[config.mk]
export PLATFORM = sky130hd
export DESIGN_NAME = dzcpu_useq
export DESIGN_NICKNAME = d
export VERILOG_FILES = /design/src/rtl/dzcpu_useq_pkg.sv /design/src/rtl/dzcpu_useq_stack.sv /design/src/rtl/dzcpu_useq.sv
export SDC_FILE = /design/constraint.sdc
export NUM_CORES = 1
export LEC_CHECK = 0
export CAP_MARGIN = 10
export CORE_UTILIZATION = 50
export CTS_CLUSTER_SIZE = 30
export DETAILED_ROUTE_END_ITERATION = 10
export PLACE_DENSITY = 0.8
export SYNTH_ARGS = -nofsm -noshare
export SYNTH_HDL_FRONTEND = slang
export SYNTH_SLANG_ARGS = --single-unit
[constraint.sdc]
create_clock -name iClock -period 3.15 [get_ports iClock]
set_input_delay 0.4725 -clock iClock [delete_from_list [all_inputs] [get_ports iClock]]
set_output_delay 0.4725 -clock iClock [all_outputs]
set_load 0.01 [all_outputs]
[src/rtl/dzcpu_useq_pkg.sv]
// dzcpu_useq_pkg: shared encodings for the dzcpu microcode sequencer.
// Holds the state, CTL and COND encodings, micro-op field positions and flag bit indices.
package dzcpu_useq_pkg;

    // Sequencer states; the numeric values are visible on oState.
    typedef enum logic [2:0] {
        ST_IDLE  = 3'd0,
        ST_START = 3'd1,
        ST_RUN   = 3'd2,
        ST_END   = 3'd3,
        ST_HALT  = 3'd4
    } state_e;

    // Micro-op CTL field: how the micro-PC moves after this micro-op.
    typedef enum logic [2:0] {
        CTL_NEXT = 3'd0,
        CTL_EOF  = 3'd1,
        CTL_EOFC = 3'd2,
        CTL_BR   = 3'd3,
        CTL_CALL = 3'd4,
        CTL_RET  = 3'd5,
        CTL_JTAB = 3'd6,
        CTL_HALT = 3'd7
    } ctl_e;

    // Micro-op COND field: the flag test used by EOFC and BR.
    typedef enum logic [2:0] {
        COND_ALWAYS = 3'd0,
        COND_Z      = 3'd1,
        COND_NZ     = 3'd2,
        COND_C      = 3'd3,
        COND_NC     = 3'd4,
        COND_N      = 3'd5,
        COND_H      = 3'd6,
        COND_NEVER  = 3'd7
    } cond_e;

    // Bit positions inside iFlags = {Z,N,H,C}.
    localparam int FLAG_Z = 3;
    localparam int FLAG_N = 2;
    localparam int FLAG_H = 1;
    localparam int FLAG_C = 0;

    // Field positions as functions of the micro-op width.
    function automatic int uop_ipc_bit(input int uop_w);
        return uop_w - 1;
    endfunction

    function automatic int uop_ctl_lsb(input int uop_w);
        return uop_w - 4;
    endfunction

    function automatic int uop_cond_lsb(input int uop_w);
        return uop_w - 7;
    endfunction

    // Evaluate a COND code against the current flags.
    function automatic logic cond_true(input cond_e c, input logic [3:0] f);
        logic r;
        r = 1'b0;
        unique case (c)
            COND_ALWAYS: r = 1'b1;
            COND_Z:      r = f[FLAG_Z];
            COND_NZ:     r = ~f[FLAG_Z];
            COND_C:      r = f[FLAG_C];
            COND_NC:     r = ~f[FLAG_C];
            COND_N:      r = f[FLAG_N];
            COND_H:      r = f[FLAG_H];
            COND_NEVER:  r = 1'b0;
        endcase
        return r;
    endfunction

endpackage

[src/rtl/dzcpu_useq_stack.sv]
// dzcpu_useq_stack: LIFO holding micro-call return addresses.
// Ports: iClock/iReset, iClear (sync pointer clear), iPush/iPushData, iPop, oTop, oFull, oEmpty.
module dzcpu_useq_stack #(
    parameter int WIDTH = 8,
    parameter int DEPTH = 4
) (
    input  logic             iClock,
    input  logic             iReset,
    input  logic             iClear,
    input  logic             iPush,
    input  logic [WIDTH-1:0] iPushData,
    input  logic             iPop,
    output logic [WIDTH-1:0] oTop,
    output logic             oFull,
    output logic             oEmpty
);

    // Pointer counts entries (0..DEPTH); entries are indexed with IDX_W bits.
    localparam int SP_W  = $clog2(DEPTH + 1);
    localparam int IDX_W = (DEPTH > 1) ? $clog2(DEPTH) : 1;

    logic [SP_W-1:0]  sp_q;
    logic [SP_W-1:0]  sp_d;
    logic [WIDTH-1:0] mem_q [2**IDX_W];
    logic [IDX_W-1:0] wr_idx;
    logic [IDX_W-1:0] rd_idx;
    logic             do_push;
    logic             do_pop;

    assign oFull  = (sp_q == SP_W'(DEPTH));
    assign oEmpty = (sp_q == '0);

    assign do_push = iPush & ~oFull;
    assign do_pop  = iPop & ~oEmpty;

    // Truncation is safe: writes happen only below DEPTH, reads only above 0.
    assign wr_idx = IDX_W'(sp_q);
    assign rd_idx = IDX_W'(sp_q - 1'b1);

    assign oTop = oEmpty ? '0 : mem_q[rd_idx];

    always_comb begin
        sp_d = sp_q;
        if (iClear) begin
            sp_d = '0;
        end else if (do_push) begin
            sp_d = sp_q + 1'b1;
        end else if (do_pop) begin
            sp_d = sp_q - 1'b1;
        end
    end

    always_ff @(posedge iClock or posedge iReset) begin
        if (iReset) begin
            sp_q <= '0;
        end else begin
            sp_q <= sp_d;
        end
    end

    // Storage needs no reset: only entries below the pointer are ever read.
    always_ff @(posedge iClock) begin
        if (do_push && !iClear) begin
            mem_q[wr_idx] <= iPushData;
        end
    end

endmodule

[src/rtl/dzcpu_useq.sv]
// dzcpu_useq: microcode sequencer (uPC, flow start, branches, call stack, stall).
// Ports: iClock/iReset, iFlowIdx/iUop/iFlags/iStall in; oUpc/oUop/oUopValid/oIncPc/oState/oHalted/oStackErr out.
module dzcpu_useq
    import dzcpu_useq_pkg::*;
#(
    parameter int UPC_W       = 8,
    parameter int UOP_W       = 16,
    parameter int NUM_TABLES  = 2,
    parameter int STACK_DEPTH = 4
) (
    input  logic                        iClock,
    input  logic                        iReset,
    input  logic [NUM_TABLES*UPC_W-1:0] iFlowIdx,
    input  logic [UOP_W-1:0]            iUop,
    input  logic [3:0]                  iFlags,
    input  logic                        iStall,
    output logic [UPC_W-1:0]            oUpc,
    output logic [UOP_W-1:0]            oUop,
    output logic                        oUopValid,
    output logic                        oIncPc,
    output logic [2:0]                  oState,
    output logic                        oHalted,
    output logic                        oStackErr
);

    localparam int IPC_BIT  = uop_ipc_bit(UOP_W);
    localparam int CTL_LSB  = uop_ctl_lsb(UOP_W);
    localparam int COND_LSB = uop_cond_lsb(UOP_W);

    state_e           state_q;
    state_e           state_d;
    logic [UPC_W-1:0] upc_q;
    logic [UPC_W-1:0] upc_d;
    logic             err_q;
    logic             err_d;

    ctl_e             ctl;
    cond_e            cond;
    logic             cond_ok;
    logic [UPC_W-1:0] upc_inc;
    logic [UPC_W-1:0] tgt;
    logic [2:0]       jidx;
    logic             jidx_ok;
    logic [UPC_W-1:0] jtab_addr;
    logic             uop_valid;

    logic             stk_clr;
    logic             stk_push;
    logic             stk_pop;
    logic [UPC_W-1:0] stk_top;
    logic             stk_full;
    logic             stk_empty;

    // Micro-op field decode.
    assign ctl     = ctl_e'(iUop[CTL_LSB +: 3]);
    assign cond    = cond_e'(iUop[COND_LSB +: 3]);
    assign cond_ok = cond_true(cond, iFlags);
    assign tgt     = iUop[UPC_W-1:0];
    assign jidx    = iUop[2:0];
    assign jidx_ok = (int'(jidx) < NUM_TABLES);

    // Wraps modulo 2^UPC_W by construction.
    assign upc_inc = upc_q + 1'b1;

    // Flow-table select for JTAB; an out-of-range index yields 0 and halts.
    always_comb begin
        jtab_addr = '0;
        for (int t = 0; t < NUM_TABLES; t++) begin
            if (jidx == 3'(t)) begin
                jtab_addr = iFlowIdx[t*UPC_W +: UPC_W];
            end
        end
    end

    always_comb begin
        state_d   = state_q;
        upc_d     = upc_q;
        err_d     = err_q;
        stk_clr   = 1'b0;
        stk_push  = 1'b0;
        stk_pop   = 1'b0;
        uop_valid = 1'b0;

        unique case (state_q)
            ST_IDLE: begin
                state_d = ST_START;
            end

            ST_START: begin
                upc_d   = iFlowIdx[0 +: UPC_W];
                stk_clr = 1'b1;
                state_d = ST_RUN;
            end

            ST_RUN: begin
                // A stall freezes everything; the held micro-op runs later.
                if (!iStall) begin
                    uop_valid = !(ctl inside {CTL_BR, CTL_CALL, CTL_RET, CTL_JTAB});
                    unique case (ctl)
                        CTL_NEXT: begin
                            upc_d = upc_inc;
                        end
                        CTL_EOF: begin
                            state_d = ST_END;
                        end
                        CTL_EOFC: begin
                            if (cond_ok) begin
                                state_d = ST_END;
                            end else begin
                                upc_d = upc_inc;
                            end
                        end
                        CTL_BR: begin
                            upc_d = cond_ok ? tgt : upc_inc;
                        end
                        CTL_CALL: begin
                            if (stk_full) begin
                                err_d   = 1'b1;
                                state_d = ST_HALT;
                            end else begin
                                stk_push = 1'b1;
                                upc_d    = tgt;
                            end
                        end
                        CTL_RET: begin
                            if (stk_empty) begin
                                err_d   = 1'b1;
                                state_d = ST_HALT;
                            end else begin
                                stk_pop = 1'b1;
                                upc_d   = stk_top;
                            end
                        end
                        CTL_JTAB: begin
                            if (jidx_ok) begin
                                upc_d = jtab_addr;
                            end else begin
                                err_d   = 1'b1;
                                state_d = ST_HALT;
                            end
                        end
                        CTL_HALT: begin
                            state_d = ST_HALT;
                        end
                    endcase
                end
            end

            ST_END: begin
                state_d = ST_START;
            end

            ST_HALT: begin
                state_d = ST_HALT;
            end

            default: begin
                state_d = ST_IDLE;
            end
        endcase
    end

    always_ff @(posedge iClock or posedge iReset) begin
        if (iReset) begin
            state_q <= ST_IDLE;
            upc_q   <= '0;
            err_q   <= 1'b0;
        end else begin
            state_q <= state_d;
            upc_q   <= upc_d;
            err_q   <= err_d;
        end
    end

    dzcpu_useq_stack #(
        .WIDTH (UPC_W),
        .DEPTH (STACK_DEPTH)
    ) u_stack (
        .iClock    (iClock),
        .iReset    (iReset),
        .iClear    (stk_clr),
        .iPush     (stk_push),
        .iPushData (upc_inc),
        .iPop      (stk_pop),
        .oTop      (stk_top),
        .oFull     (stk_full),
        .oEmpty    (stk_empty)
    );

    assign oUpc      = upc_q;
    assign oUop      = iUop;
    assign oUopValid = uop_valid;
    assign oIncPc    = uop_valid & iUop[IPC_BIT];
    assign oState    = state_q;
    assign oHalted   = (state_q == ST_HALT);
    assign oStackErr = err_q;

endmodule

-- After elaboration in Yosys (flattened, before gate mapping)
Memories as Yosys holds them, arrays and structs flattened.
Cells that the tools add are included.
W data, S select, Z words.
- RAM bits: 32
- memories: 1
- bits in registers: 15
- output and inout port bits: 31
- bits of input ports: 39
- memory list (memory ; words ; width ; rd ports ; clocked after Yosys merged registers in ; wr ports ; line ; text):
    u_stack.mem_q ; 4 ; 8 ; 1 ; 0 ; 1 ; dzcpu_useq_stack.sv:24 ; logic [WIDTH-1:0] mem_q [2**IDX_W];
- $add $sub $neg: 3
- equal/unequal tests: 34
- reduce and logical (&&, ||, !) cells: 16
- $lt $le $gt $ge: 1
- bitwise gates (word level): 8
- mux-type cells: 38
- operator list (cell ; count):
    $mux W8 ; 8
    $pmux W8 S6 ; 1
    $eq A3 B3 Y1 const B ; 10
    $mux W3 ; 8
    $eq A3 B2 Y1 const B ; 6
    $ne A3 B3 Y1 const B ; 6
    $pmux W3 S6 ; 1
    $mux W1 ; 16
    $pmux W8 S2 ; 1
    $logic_not A3 Y1 ; 5
    $eq A3 B1 Y1 const B ; 4
    $pmux W3 S4 ; 1
    $reduce_and A6 Y1 ; 2
    $add A8 B1 Y8 const B ; 1
    $pmux W1 S8 ; 1
    $ne A7 B4 Y1 const B ; 1
    $ne A7 B5 Y1 const B ; 1
    $reduce_and A7 Y1 ; 1
    $ne A3 B2 Y1 const B ; 2
    $reduce_bool A3 Y1 ; 2
    $not A1 Y1 ; 5
    $ne A2 B1 Y1 const B ; 2
    $ne A2 B2 Y1 const B ; 2
    $reduce_bool A4 Y1 ; 1
    other kinds (9) ; 12

-- Longest topological paths before layout
- depth in word-level cells: 9
- mapped depth: 10
- mapped depth without buffers: 8

-- By module
Synthesis repeated with hierarchy kept, for this count alone.
- cells, all modules: 297
- area, all modules: 3136.8 um2
- modules (own cells, without submodules) (module ; cells each ; area each (um2) ; seq. area each (um2) ; instances):
    dzcpu_useq_stack ; 95 ; 1579.0 ; 1036.0 ; 1
    dzcpu_useq ; 202 ; 1557.7 ; 300.3 ; 1

-- Worst setup path before layout
No wires, ideal clock.
- path type: reg2reg
- start: register u_stack.sp_q[0]
- end: register upc_q[0] (netlist: oUpc[0])
- arrival: 2.354 ns
- data required time: 3.017 ns
- slack: 0.663 ns
- stages on the path, launching flop included: 11
- library setup time: 0.133 ns
- cells stage by stage: dfrtp_1 > clkbuf_1 > inv_1 > ha_1 > clkbuf_1 > buf_2 > mux4_2 > nand3_1 > nand4_1 > o32ai_1 > mux2i_1
- word-level cells in the longest chain between the ends: 6
- RTL lines (what ; line ; text):
    start: declaration ; dzcpu_useq_stack.sv:22 ; logic [SP_W-1:0] sp_q;
    start signal: assignment ; dzcpu_useq_stack.sv:57 ; sp_q <= sp_d;
    $sub A3 B1 Y3 ; dzcpu_useq_stack.sv:38 ; assign rd_idx = IDX_W'(sp_q - 1'b1);
    $mem_v2 Z4 W8 ; -- ;
    $mux W8 ; dzcpu_useq.sv:126 ; if (stk_empty) begin
    $pmux W8 S6 ; dzcpu_useq.sv:99 ; unique case (ctl)
    $mux W8 ; dzcpu_useq.sv:97 ; if (!iStall) begin
    $pmux W8 S2 ; dzcpu_useq.sv:84 ; unique case (state_q)
    end signal: assignment ; dzcpu_useq.sv:170 ; upc_q <= upc_d;
    end: declaration ; dzcpu_useq.sv:32 ; logic [UPC_W-1:0] upc_q;
Parallel ways exist; a longest one is shown, timed or not. The select of a mux whose other input is x is not followed.
A chain may end at the register's enable or synchronous reset.

-- Final worst setup path
- start: input iUop[12]
- end: output oIncPc
- word-level cells in the longest chain between the ends: 6
- RTL lines (what ; line ; text):
    start: declaration ; dzcpu_useq.sv:14 ; input logic [UOP_W-1:0] iUop,
    $eq A3 B2 Y1 / $eq A3 B3 Y1 (equally long branches) ; dzcpu_useq.sv:98 ; uop_valid = !(ctl inside {CTL_BR, CTL_CALL, CTL_RET, CTL_JTAB});
    $reduce_bool A4 Y1 * ; dzcpu_useq.sv:98 ;
    $logic_not A1 Y1 * ; dzcpu_useq.sv:98 ;
    $mux W1 * ; dzcpu_useq.sv:97 ;
    $mux W1 * ; dzcpu_useq.sv:84 ;
    $and A1 B1 Y1 * ; dzcpu_useq.sv:193 ; assign oIncPc = uop_valid & iUop[IPC_BIT];
    end: declaration ; dzcpu_useq.sv:20 ; output logic oIncPc,
Every way passes the cells marked *; elsewhere a longest branch is shown, timed or not.

==> out/results.txt <==
The startpoint identified for the worst register-to-register timing path is u_stack.sp_q[1]. Synthesis produced a netlist with a net count of 318. The tools report the startpoint of the most critical hold path as oStackErr. The worst hold-check slack was 0.4898 ns; the largest fanout on the critical path was 10. For this run, asynchronously set or reset flops after synthesis account for 31.91%. The count of buffers inserted at the top-level ports was 67. The run gives 44.95% as the sequential element share of the synthesized area. Headroom to the max-slew limit came out at 54.76%. The flip-flop cell with the highest count after synthesis is edfxtp_1. The endpoint of the worst-slack reg-to-reg timing path was oUpc[1]. By area the synthesized netlist is led by edfxtp_1 (32%), dfrtp_1 (13%), mux2i_1 (5.4%), buf_4 (4.0%), mux4_2 (3.0%).

The endpoint class of the critical path is an output pin. Gates resized during post-CTS repair numbered 0. The average cell area after synthesis was 10.93 µm². VDD sags by at most 0.4252 mV. In this run, CTS created clock tree buffers numbering 5. The worst setup path is of the in2out kind. Clock-pin slew was measured on the worst setup and hold paths at 0.08 ns. The largest clock skew in the final design is 0.006179 ns, and the total negative setup slack is 0 ns. Counting every instance in the synthesized netlist gives 272.

The largest total area in the synthesized netlist belongs to edfxtp_1. In the final routed layout, each cell accounts on average for 19.90 µm. The flow ran to the end, and the final reports show no timing, DRC or antenna violations. The number of global-route vias before repair was 2508.

The largest individual stage delay along the critical path comes from the cell clkdlybuf4s50_1. Counting along the longest clock path gives a buffer depth of 2. During synthesis, Yosys emitted a total of 0 warnings. Clock latency on the worst-skew pair, taken at its later pin, is 0.31 ns. H-tree depth: 2. The clock sink count came out at 47.

The ratio of routed vias to standard cells came out at 6.219. Measured along the y axis, the die boundary spans 79.11 µm. After routing the design area is 3786 µm². The logs give 0.3510 ns for the worst slack at placement and 5608 µm² for the placeable core area. Global-route wire length before repair: 13010 µm. The power density normalized to cell area is 707.4 nW/µm².

The final count of hold timing violations was 0. Setup repair after global routing left no endpoint under its margin. The tools report the reported max-cap violation count as 0. For the worst setup path, the data required time is 2.68 ns. Setup slack on the worst reg-to-reg path comes out at 0.77 ns. Largest stage delay on the critical path: 0.68 ns. The number of flops mapped to enable cells by yosys came out at 32. Before antenna repair, the detailed router went through 6 iterations.

STA puts the critical path data arrival time at 2.34 ns. 70 I/O pins were placed. The critical path goes through clkdlybuf4s50_1 -> nand2_1 -> or2_2 -> and3_1 -> and2_1 -> clkdlybuf4s50_1. The detail route stage leaves a number of antenna-violating nets equal to 0.

The gate family responsible for the most delay along the worst path is buffers and inverters. The detailed router placed 2531 vias in this run. The logs give 0 for the global-route congestion overflow total and 0 for the post-detailed-route DRC marker count. The final worst-path setup slack was 0.3367 ns.

The total global-route track usage was 28.13%. The logs give 2973 µm² for the combined area of all synthesized cells and 8101 µm for the total wire length. The die covers 6258 µm².

The cell that appears most often on the critical path is clkdlybuf4s50_1. The cell sitting at the root of the clock tree is a clkbuf_8. The worst path uses 89.31% of the clock period. The die is 79.11 µm wide.

The worst setup path is launched from a primary input. For this design, the CTS-stage hold fixing added 0 buffers. For the cell area reported after detailed placement, the log shows 3671 µm². The number of pins exceeding their max-slew limit in the final report is 0. For the count of unique library cells instantiated by Yosys, the log shows 54. The post-CTS setup buffer count is 0. The fraction of layout cells with a size suffix above 1 works out to 11.94%. Diode insertion count for antenna repair: 0.

For this run, the post-layout net count is 380. The critical path crosses 6 cells after its start point. The DRC violation total after the first TritonRoute iteration is 296, and the worst path buffer plus inverter count is 2.

The area growth from synthesis to layout is 27.36%. Subtracting the final worst setup slack from the clock period gives 2.813 ns. In this run the worst hold path is classified as reg2reg. Setup violations remaining at the end of the flow were counted as 0.

The run gives 2.678 mW as the overall power consumption. The tools report the endpoint with the worst hold slack as oStackErr. The maximum clock frequency is 355.4 MHz. For the pin with the worst max-slew slack, the measured transition is 0.6740 ns. The initial antenna violation count is 0, and the number of cells on the worst hold path is 1. Total leakage power: 1.357 nW. TritonCTS built the clock tree. The logs give 53.01% for the initial standard-cell utilization of the core and 0.9314 for the routability congestion estimate. edfxtp_1 is the most common cell in the netlist. The area share of the largest cell type after synthesis was 32.32%; the maximum number of pins on one net before global-route repair was 17. After legalization and detailed placement, the total HPWL measured 5996 µm. Measured in cells, the most critical reg-to-reg path has a length of 8. The number of storage elements in the synthesis netlist was 47. Fill cells in the final layout number 457. The floorplan has 27 rows. The commonest cells after synthesis are edfxtp_1 (32), nand2_1 (18), buf_4 (16), mux2i_1 (16), dfrtp_1 (15).
[flip-flops by register name, summed over array words and instances (netlist names)]
signal	count
u_stack.mem_q	32
oUpc	8
oState	3
u_stack.sp_q	3
oStackErr	1
[stage by stage]
step / cells / utilization (%)
after global routing: 407 / 67.51
after detailed placement: 399 / 65.46
after global placement: 399 / 65.46
after floorplan: 272 / -
final: 407 / 67.51
after CTS: 407 / 67.51
[worst max-delay path by stage]
stage	startpoint	slack [ns]	endpoint
after floorplan	u_stack.sp_q[0]	0.66	oUpc[0]
after global routing	iUop[12]	0.25	oIncPc
after CTS	iUop[12]	0.35	oIncPc
after detailed placement	iUop[12]	0.35	oIncPc
final	iUop[12]	0.34	oIncPc
after global placement	iUop[12]	0.39	oIncPc
[cells in the final DEF, fill, tap and decap left out, types with 6 or more instances in the layout]
cell type	synthesis	routed
a21oi_1	13	13
a311oi_1	6	6
buf_4	16	16
clkdlybuf4s50_1	0	67
dfrtp_1	15	15
edfxtp_1	32	32
ha_1	7	7
inv_1	8	8
mux2i_1	16	16
nand2_1	18	18
nand3_1	11	11
nor2_1	12	12
nor2b_1	6	6
nor3_1	11	11
nor3b_1	7	7
o211ai_1	9	9
o31ai_1	6	6
[kinds of logic after synthesis]
| group | share of synthesized area (%) |
|---|---|
| and+or+nand+nor | 16.46 |
| AOI/OAI and AO/OA | 16.75 |
| DFF | 44.95 |
| buffers and inverters | 7.155 |
| muxes | 9.680 |
| xor gates and xnor gates | 2.062 |
| adders and majority gates | 2.946 |
[cell type report]
cell class,instances,area [µm²],share of cell area [%]
tap,72,90.09,2.379
inverter,8,30.03,0.7931
timing repair buffer,83,790.8,20.89
clock inverter,3,46.29,1.223
multi-input combinational,189,1424,37.61
sequential,47,1336,35.29
clock buffer,5,68.82,1.818
[power breakdown]
| part | leakage, nW | switching (mW) | total [mW] | internal [mW] |
|---|---|---|---|---|
| clock | 0.0548 | 0.211 | 0.450 | 0.239 |
| combinational | 0.827 | 0.652 | 1.25 | 0.598 |
| sequential | 0.475 | 0.135 | 0.978 | 0.842 |
[routing by layer]
metal / track usage (%) / routed length [µm] / vias to the layer above
li1: - / - / 1153
met1: 39.13 / 3203 / 1194
met2: 43.88 / 3951 / 157
met3: 4.598 / 731 / 27
met4: 11.09 / 215 / 0
met5: 0 / 0 / -
Power figures use the tool's default switching activity.
